<file path="src/rtl/hash_capture_display.sv">
// rtl/hash_capture_display.sv - capture buffer for emulator output words with button-stepped hex display
module hash_capture_display #(
   parameter int DATA_W          = 8,
   parameter int DEPTH           = 64,
   parameter int DEBOUNCE_CYCLES = 50000,
   parameter int SEG_ACTIVE_LOW  = 0
) (
   input  logic                           clk,
   input  logic                           nreset,
   input  logic [DATA_W-1:0]              data_i,
   input  logic                           valid_i,
   input  logic                           last_i,
   input  logic                           clear_i,
   input  logic                           btn_next_i,
   input  logic                           btn_prev_i,
   output logic [7*(DATA_W/4)-1:0]        seg_o,
   output logic [$clog2(DEPTH)-1:0]       idx_o,
   output logic [$clog2(DEPTH):0]         count_o,
   output logic                           done_o,
   output logic                           full_o,
   output logic                           overflow_o
);

   localparam int NDIG = DATA_W / 4;
   localparam int AW   = $clog2(DEPTH);
   localparam int CW   = $clog2(DEBOUNCE_CYCLES);
   localparam logic [7*NDIG-1:0] SEG_BLANK = (SEG_ACTIVE_LOW != 0) ? '1 : '0;

   typedef enum logic [1:0] {S_EMPTY, S_CAPTURE, S_DONE, S_FULL} state_t;

   state_t            r_state, w_state_nxt;
   logic [AW:0]       r_count, w_cnt_inc, w_idx_inc;
   logic [AW-1:0]     r_idx, w_cnt_m1;
   logic              r_overflow, w_wr, w_ovf_set, w_done;
   logic [DATA_W-1:0] r_mem [DEPTH];
   logic [DATA_W-1:0] w_rd_word;
   logic [7*NDIG-1:0] r_seg, w_seg_lit;
   logic [1:0]        w_btn_raw, w_step;

   function automatic logic [6:0] hex7(input logic [3:0] n);
      case (n)
         4'h0: hex7 = 7'h3F;  4'h1: hex7 = 7'h06;  4'h2: hex7 = 7'h5B;  4'h3: hex7 = 7'h4F;
         4'h4: hex7 = 7'h66;  4'h5: hex7 = 7'h6D;  4'h6: hex7 = 7'h7D;  4'h7: hex7 = 7'h07;
         4'h8: hex7 = 7'h7F;  4'h9: hex7 = 7'h6F;  4'hA: hex7 = 7'h77;  4'hB: hex7 = 7'h7C;
         4'hC: hex7 = 7'h39;  4'hD: hex7 = 7'h5E;  4'hE: hex7 = 7'h79;  default: hex7 = 7'h71;
      endcase
   endfunction

   assign w_cnt_inc = r_count + (AW+1)'(1);
   assign w_idx_inc = {1'b0, r_idx} + (AW+1)'(1);
   // Low AW bits of count wrap to 0 when full, so minus one still lands on DEPTH-1.
   assign w_cnt_m1  = r_count[AW-1:0] - AW'(1);

   always_ff @(posedge clk or negedge nreset) begin
      if (!nreset) r_state <= S_EMPTY;
      else         r_state <= w_state_nxt;
   end

   always_comb begin
      w_state_nxt = r_state;
      if (clear_i) begin
         w_state_nxt = S_EMPTY;
      end else if (valid_i && (r_state == S_EMPTY || r_state == S_CAPTURE)) begin
         if (last_i)                             w_state_nxt = S_DONE;
         else if (w_cnt_inc == (AW+1)'(DEPTH))   w_state_nxt = S_FULL;
         else                                    w_state_nxt = S_CAPTURE;
      end
   end

   always_comb begin
      w_wr      = 1'b0;
      w_ovf_set = 1'b0;
      w_done    = (r_state == S_DONE);
      if (valid_i && !clear_i) begin
         case (r_state)
            S_EMPTY, S_CAPTURE: w_wr      = 1'b1;
            default:            w_ovf_set = 1'b1;
         endcase
      end
   end

   always_ff @(posedge clk or negedge nreset) begin
      if (!nreset) begin
         r_count    <= '0;
         r_overflow <= 1'b0;
      end else if (clear_i) begin
         r_count    <= '0;
         r_overflow <= 1'b0;
      end else begin
         if (w_wr)      r_count    <= w_cnt_inc;
         if (w_ovf_set) r_overflow <= 1'b1;
      end
   end

   always_ff @(posedge clk) begin
      if (w_wr) r_mem[r_count[AW-1:0]] <= data_i;
   end

   assign w_btn_raw = {btn_prev_i, btn_next_i};

   for (genvar g = 0; g < 2; g++) begin : g_btn
      logic          r_sync1, r_sync2, r_deb, r_deb_d;
      logic [CW-1:0] r_cnt;
      always_ff @(posedge clk or negedge nreset) begin
         if (!nreset) begin
            r_sync1 <= 1'b0;
            r_sync2 <= 1'b0;
            r_deb   <= 1'b0;
            r_deb_d <= 1'b0;
            r_cnt   <= '0;
         end else begin
            r_sync1 <= w_btn_raw[g];
            r_sync2 <= r_sync1;
            r_deb_d <= r_deb;
            if (r_sync2 == r_deb) begin
               r_cnt <= '0;
            end else if (r_cnt == CW'(DEBOUNCE_CYCLES - 1)) begin
               r_deb <= r_sync2;
               r_cnt <= '0;
            end else begin
               r_cnt <= r_cnt + CW'(1);
            end
         end
      end
      assign w_step[g] = r_deb & ~r_deb_d;
   end

   always_ff @(posedge clk or negedge nreset) begin
      if (!nreset) begin
         r_idx <= '0;
      end else if (clear_i || r_count == '0) begin
         r_idx <= '0;
      end else if (w_step[0] && !w_step[1]) begin
         r_idx <= (w_idx_inc == r_count) ? '0 : w_idx_inc[AW-1:0];
      end else if (w_step[1] && !w_step[0]) begin
         r_idx <= (r_idx == '0) ? w_cnt_m1 : r_idx - AW'(1);
      end
   end

   assign w_rd_word = r_mem[r_idx];

   for (genvar k = 0; k < NDIG; k++) begin : g_dig
      assign w_seg_lit[7*k +: 7] = hex7(w_rd_word[4*k +: 4]);
   end

   // Entries at or beyond count were never written in this capture, so they stay blank.
   always_ff @(posedge clk or negedge nreset) begin
      if (!nreset) r_seg <= SEG_BLANK;
      else         r_seg <= ((({1'b0, r_idx}) < r_count) ? w_seg_lit : '0) ^ SEG_BLANK;
   end

   assign seg_o      = r_seg;
   assign idx_o      = r_idx;
   assign count_o    = r_count;
   assign done_o     = w_done;
   assign full_o     = (r_count == (AW+1)'(DEPTH));
   assign overflow_o = r_overflow;

endmodule

</file>
<file path="config.mk">
export PLATFORM = sky130hd
export DESIGN_NAME = hash_capture_display
export DESIGN_NICKNAME = d
export VERILOG_FILES = /design/src/rtl/hash_capture_display.sv
export SDC_FILE = /design/constraint.sdc
export NUM_CORES = 1
export LEC_CHECK = 0
export ABC_AREA = 1
export BUFFER_PORTS_ARGS = -buffer_cell sky130_fd_sc_hd__buf_4
export CAP_MARGIN = 30
export CORE_ASPECT_RATIO = 1.75
export CORE_UTILIZATION = 55
export DETAILED_ROUTE_END_ITERATION = 16
export GPL_ROUTABILITY_DRIVEN = 0
export PLACE_DENSITY_LB_ADDON = 0.08
export SLEW_MARGIN = 20
export SYNTH_ARGS = -nofsm -noshare
export SYNTH_HDL_FRONTEND = slang
export SYNTH_SLANG_ARGS = --single-unit
</file>
<file path="constraint.sdc">
create_clock -name clk -period 3.5 [get_ports clk]
set_input_delay 0 -clock clk [delete_from_list [all_inputs] [get_ports clk]]
set_output_delay 0 -clock clk [all_outputs]
set_load 0.02 [all_outputs]
</file>
After elaboration in Yosys (flattened, before gate mapping) --
Memory sizes are Yosys's and may differ from the RTL's. Index checks and enable logic that the tools add are counted. W data, S select, Z words.
Storage, ports and cells: memories kept 3, memory bits (read-only) 224, memory bits (writable) 512, logic and storage cells 83, flip-flop bits (word level) 70
Cells by class: equality and inequality tests 9, $lt $le $gt $ge 1, add/sub/neg operators 6, bitwise operators 6, mux-type cells 24, reductions and logical operators 19
Memory list:
- r_mem | depth 64, bits a word 8, rd ports 1, clocked after memory_dff 0, wr ports 1, line 35 | logic [DATA_W-1:0] r_mem [DEPTH];
- (name not given) | depth 16, bits a word 7, rd ports 1, clocked after memory_dff 0, wr ports 0, line 41 | case (n)
- (name not given) | depth 16, bits a word 7, rd ports 1, clocked after memory_dff 0, wr ports 0, line 41
Operators with widths (count):
- $mux W16 | 4
- $add A16 B1 Y16 const B | 2
- $eq A16 B16 Y1 const B | 2
- $mux W6 | 5
- $eq A7 B7 Y1 const B | 2
- $mux W14 | 1
- $mux W7 | 2
- $sub A6 B1 Y6 const B | 2
- $mux W1 | 8
- $mux W2 | 4
- $add A6 B1 Y7 const B | 1
- $add A7 B1 Y7 const B | 1
- $eq A7 B7 Y1 | 1
- $logic_not A7 Y1 | 1
- $lt A6 B7 Y1 | 1
- $logic_not A6 Y1 | 1
- $reduce_bool A2 Y1 | 3
- $logic_and A1 B1 Y1 | 4
- $not A1 Y1 | 4
- $reduce_and A2 Y1 | 2
- $logic_not A1 Y1 | 3
- $reduce_bool A3 Y1 | 1
- $and A1 B1 Y1 | 2
- $eq A1 B1 Y1 | 2
- 5 further kinds | 6

Longest topological paths before layout --
depth in word-level cells 7, mapped depth 20

Worst setup path after synthesis --
OpenSTA, ideal clock, no wires.
path kind flip-flop to flip-flop, start point register r_idx[0], in the netlist idx_o[0], end point register r_idx[5], in the netlist idx_o[5], arrival time 2.534 ns, stages on the path, launching flop included 19, buffers on the path 5, path slack 0.849 ns, period minus slack after synthesis 2.651 ns, data required time 3.383 ns, cell sequence dfrtp_1 buf_6 inv_4 buf_6 buf_6 buf_4 buf_2 ha_1 inv_1 nor2_1 nand3_2 o21ai_0 nor2_1 nand2_1 nor2_1 a21oi_1 o21ai_1 nand3_1 nand2_1
On the way: cells in the longest elaborated chain, start to end 5
RTL lines:
- from (decl) | line 33 | logic [AW-1:0] r_idx, w_cnt_m1;
- from (signal assigned) | line 134 | r_idx <= (w_idx_inc == r_count) ? '0 : w_idx_inc[AW-1:0];
- from (signal assigned) | line 136 | r_idx <= (r_idx == '0) ? w_cnt_m1 : r_idx - AW'(1);
- $add A6 B1 Y7, or another cell as far along | line 50 | assign w_idx_inc = {1'b0, r_idx} + (AW+1)'(1);
- $eq A7 B7 Y1 or $mux W6 (tied branches) | line 134, 136
- $mux W6, on equally long branches | line 134, 135
- $mux W6 (*) | line 133 | end else if (w_step[0] && !w_step[1]) begin
- $mux W6 (*) | line 131 | end else if (clear_i || r_count == '0) begin
Every way passes the cells marked *; elsewhere a longest branch is shown, timed or not. The select of a mux whose other input is x is not followed. A chain may end at the register's enable or synchronous reset.

Final worst setup path --
start point register r_idx[0], in the netlist idx_o[0], end point register r_seg[10], in the netlist seg_o[10]
On the way: cells in the longest elaborated chain, start to end 3
RTL lines:
- $mem_v2 Z64 W8
- $mem_v2 Z16 W7
- $mux W14 (*) | line 149 | else r_seg <= ((({1'b0, r_idx}) < r_count) ? w_seg_lit : '0) ^ SEG_BLANK;
- to (signal assigned) | line 149
- to (decl) | line 37 | logic [7*NDIG-1:0] r_seg, w_seg_lit;
Every way passes the cells marked *; elsewhere a longest branch is shown, timed or not.

==> results.yml <==
outcome:
  outcome: "finished, final reports clean"
logic_synthesis:
  synth_area_um2: 25100
  avgSynthCellArea_um2: 11.1
  yosys.area.top_type: "edfxtp_1"
  ys_seq_area_frac: 0.684
  syn_nets: 2301
  synth_top_area_frac: 0.614
  synth-seq-cells: 582
  netlist_top_cells_area: "edfxtp_1 (61%), nand2_1 (8.2%), dfrtp_1 (7.0%)"
  synth_edf_count: 512
  syn_inst: 2262
  async_flop_share: 0.120
  yosys_warnings: 0
  synth_cell_types: 49
  synth_ff_type: "edfxtp_1"
detailed_routing:
  drc_errors: 0
  viasPerCell: 5.80
  routedWlPerCell_um: 22.2
  dr_total_vias: 17300
  totalWireLength_um: 66400
  firstDrtPassIters: 5
  ant_nets: 0
  first_iter_violations: 1632
global_routing:
  grt_use_total: 0.293
  grt_max_degree: 118
  antenna_found_initial: 0
  grt_pass1_vias: 17500
  overflow: 0
  grt_first_pass_wirelength_um: 101000
min_path:
  hp-class: "in2reg"
  whs_path_depth: 1
worst_setup_path:
  critPathLaunchType: "flip-flop"
  cp-end-kind: "flip-flop"
  arrival_ns: 3.68
  reg2reg_depth: 15
  crit_required_ns: 4.02
  r2r_slack_ns: 0.34
  cp_max_fo: 117
  path_class: "reg2reg"
clocking:
  cts_resized: 0
  cts_setup_buffers: 0
  tritoncts: "yes"
  clock_latency_ns: 0.60
  cts_buffer_depth: 3
  clockRootBuffer: "clkbuf_16"
  cts_num_sinks: 582
  cts_max_level: 2
  cts_buffers: 52
  cts_hold_buffers: 12
  clk_pin_slew_ns: 0.06
floorplan:
  initial_core_util: 0.557
  die_area_um2: 46400
  rows: 103
  core_area_um2: 45000
  die_h_um: 284
  io_pins: 45
  fp.dieW_um: 163
timing:
  rsz0062_at_grt: "false"
  maxSlewHeadroom: 0.321
  fin_crit_sh: 0.903
  worstMarginPinSlew_ns: 1.02
  tns_ns: 0
  max_freq_mhz: 316
  finalClockSkew_ns: 0.0381
  hold_viol_final: 0
  setup_viol: 0
  maxSlewViolCount: 0
  layout_min_cycle_time_ns: 3.16
final_layout:
  num_antenna_cells: 0
  synthToLayoutAreaGrowth_pct: 12.5
  layoutNonFillerInstCount: 2987
  drive_above_1_share: 0.109
  nets: 2406
place:
  dpl.hpwl_um: 41400
  dp_cells: 2878
  port_buffers: 44
flow_run:
  drv_cap: 0
pwr:
  p_leak_uw: 0.0106
  peakVddDrop_uv: 569
  power_density_nw_per_um2: 646
## logic make-up after synthesis
logic type / count (synthesis) / share of synthesized area
simple gates: 1198 / 0.202
flops: 582 / 0.684
compound gates: 233 / 0.0520
buf+inv: 205 / 0.0430
fa+ha+maj: 24 / 0.0120
xor+xnor: 18 / 0.00629
mux: 2 / 0.000899
## final timing paths
| path | start | end |
|---|---|---|
| min in group asynchronous | nreset | seg_o[4] |
| max in group asynchronous | nreset | overflow_o |
| worst min-delay path | data_i[5] | r_mem[4][5] |
| worst max register to register | idx_o[0] | seg_o[10] |
| worst min register to register | g_btn[0].r_sync1 | g_btn[0].r_sync2 |
| worst max-delay path | idx_o[0] | seg_o[10] |
## power breakdown
group | internal [uW] | total (uW) | switching (uW)
clock network | 3270 | 5780 | 2510
registers | 7680 | 7750 | 76.1
logic | 1390 | 4670 | 3270
## cells in the final DEF, fill, tap and decap left out, drive strengths merged, types with 2 or more instances in the layout
master       synthesis  layout
dlygate4sd3          0      11
o21a                 2       2
o21ai              133     133
or2                  5       5
nand3b               2       2
dfrtp               70      70
o221ai               5       5
xor2                13      13
nor3b               11      11
xnor2                5       5
o41ai                2       2
ha                  24      24
a21oi               46      46
o22ai               15      15
clkinvlp             0       2
nand4               12      12
nor2               301     301
clkbuf              10      66
nand2              551     551
mux2                 2       2
a211oi               2       2
o31ai                2       2
nor4                 3       3
clkinv               2      26
buf                102     152
nor3                15      15
o211ai              21      21
edfxtp             512     512
inv                 91      91
nand3              298     298
bufinv               0       5
## final cells by class
class	count	area, um^2
multi-input combinational	1475	6850
tap	577	722
clock buffer	66	1440
fill	3597	16800
inverter	93	357
sequential	582	17100
clock inverter	31	283
timing repair buffer	163	1400
## worst max-delay path: stages, from the launching register on
cell	delay (ns)
dfrtp_4	0.59
buf_12	0.39
nor2_1	0.11
nor2_1	0.10
o21ai_0	0.11
a21oi_1	0.31
nor2_1	0.10
nand2_1	0.16
nand3_1	0.17
nand2_2	0.19
inv_1	0.09
ha_1	0.28
nand3_1	0.10
nand3_1	0.12
nand2_1	0.06
nor2_1	0.09
## state kept, by name, summed over array words and instances, names as in the netlist
signal,flops
g_btn.r_sync2,2
r_state,2
g_btn.r_sync1,2
count_o,7
g_btn.r_deb,2
g_btn.r_deb_d,2
g_btn.r_cnt,32
overflow_o,1
idx_o,6
r_mem,512
seg_o,14
## metal layers
layer  wire length, um  up-vias  global-route usage  part of all wire
li1                  -     8055                   -                 -
met1             24000     8361               0.334              0.36
met2             34000      681               0.510              0.51
met3              3620      218              0.0336             0.054
met4              4760        0               0.196             0.072
met5                 0        -                   0                 0
## Yosys cell counts (all sizes together) (3+ instances only)
cell type  count
nor4           3
nor2         301
nor3          15
dfrtp         70
nand3        298
o21ai        133
nand4         12
xor2          13
or2            5
nor3b         11
nand2        551
o211ai        21
xnor2          5
a21oi         46
o221ai         5
ha            24
edfxtp       512
clkbuf        10
inv           91
o22ai         15
buf          102
## per-stage QoR
stage	worst slack, ns	hold slack (ns)	area, um^2	util	power, uW
6_report	0.339	0.0348	28200	0.627	18200
2_1_floorplan	0.849	-0.296	25100	-	10900
4_1_cts	0.403	0.00849	28200	0.627	18200
3_3_place_gp	0.474	0.0458	26300	0.585	12400
3_5_place_dp	0.419	0.0518	26300	0.585	12500
5_1_grt	0.189	0.0392	28200	0.627	19000
No activity file was read; power rests on OpenSTA's default activity.
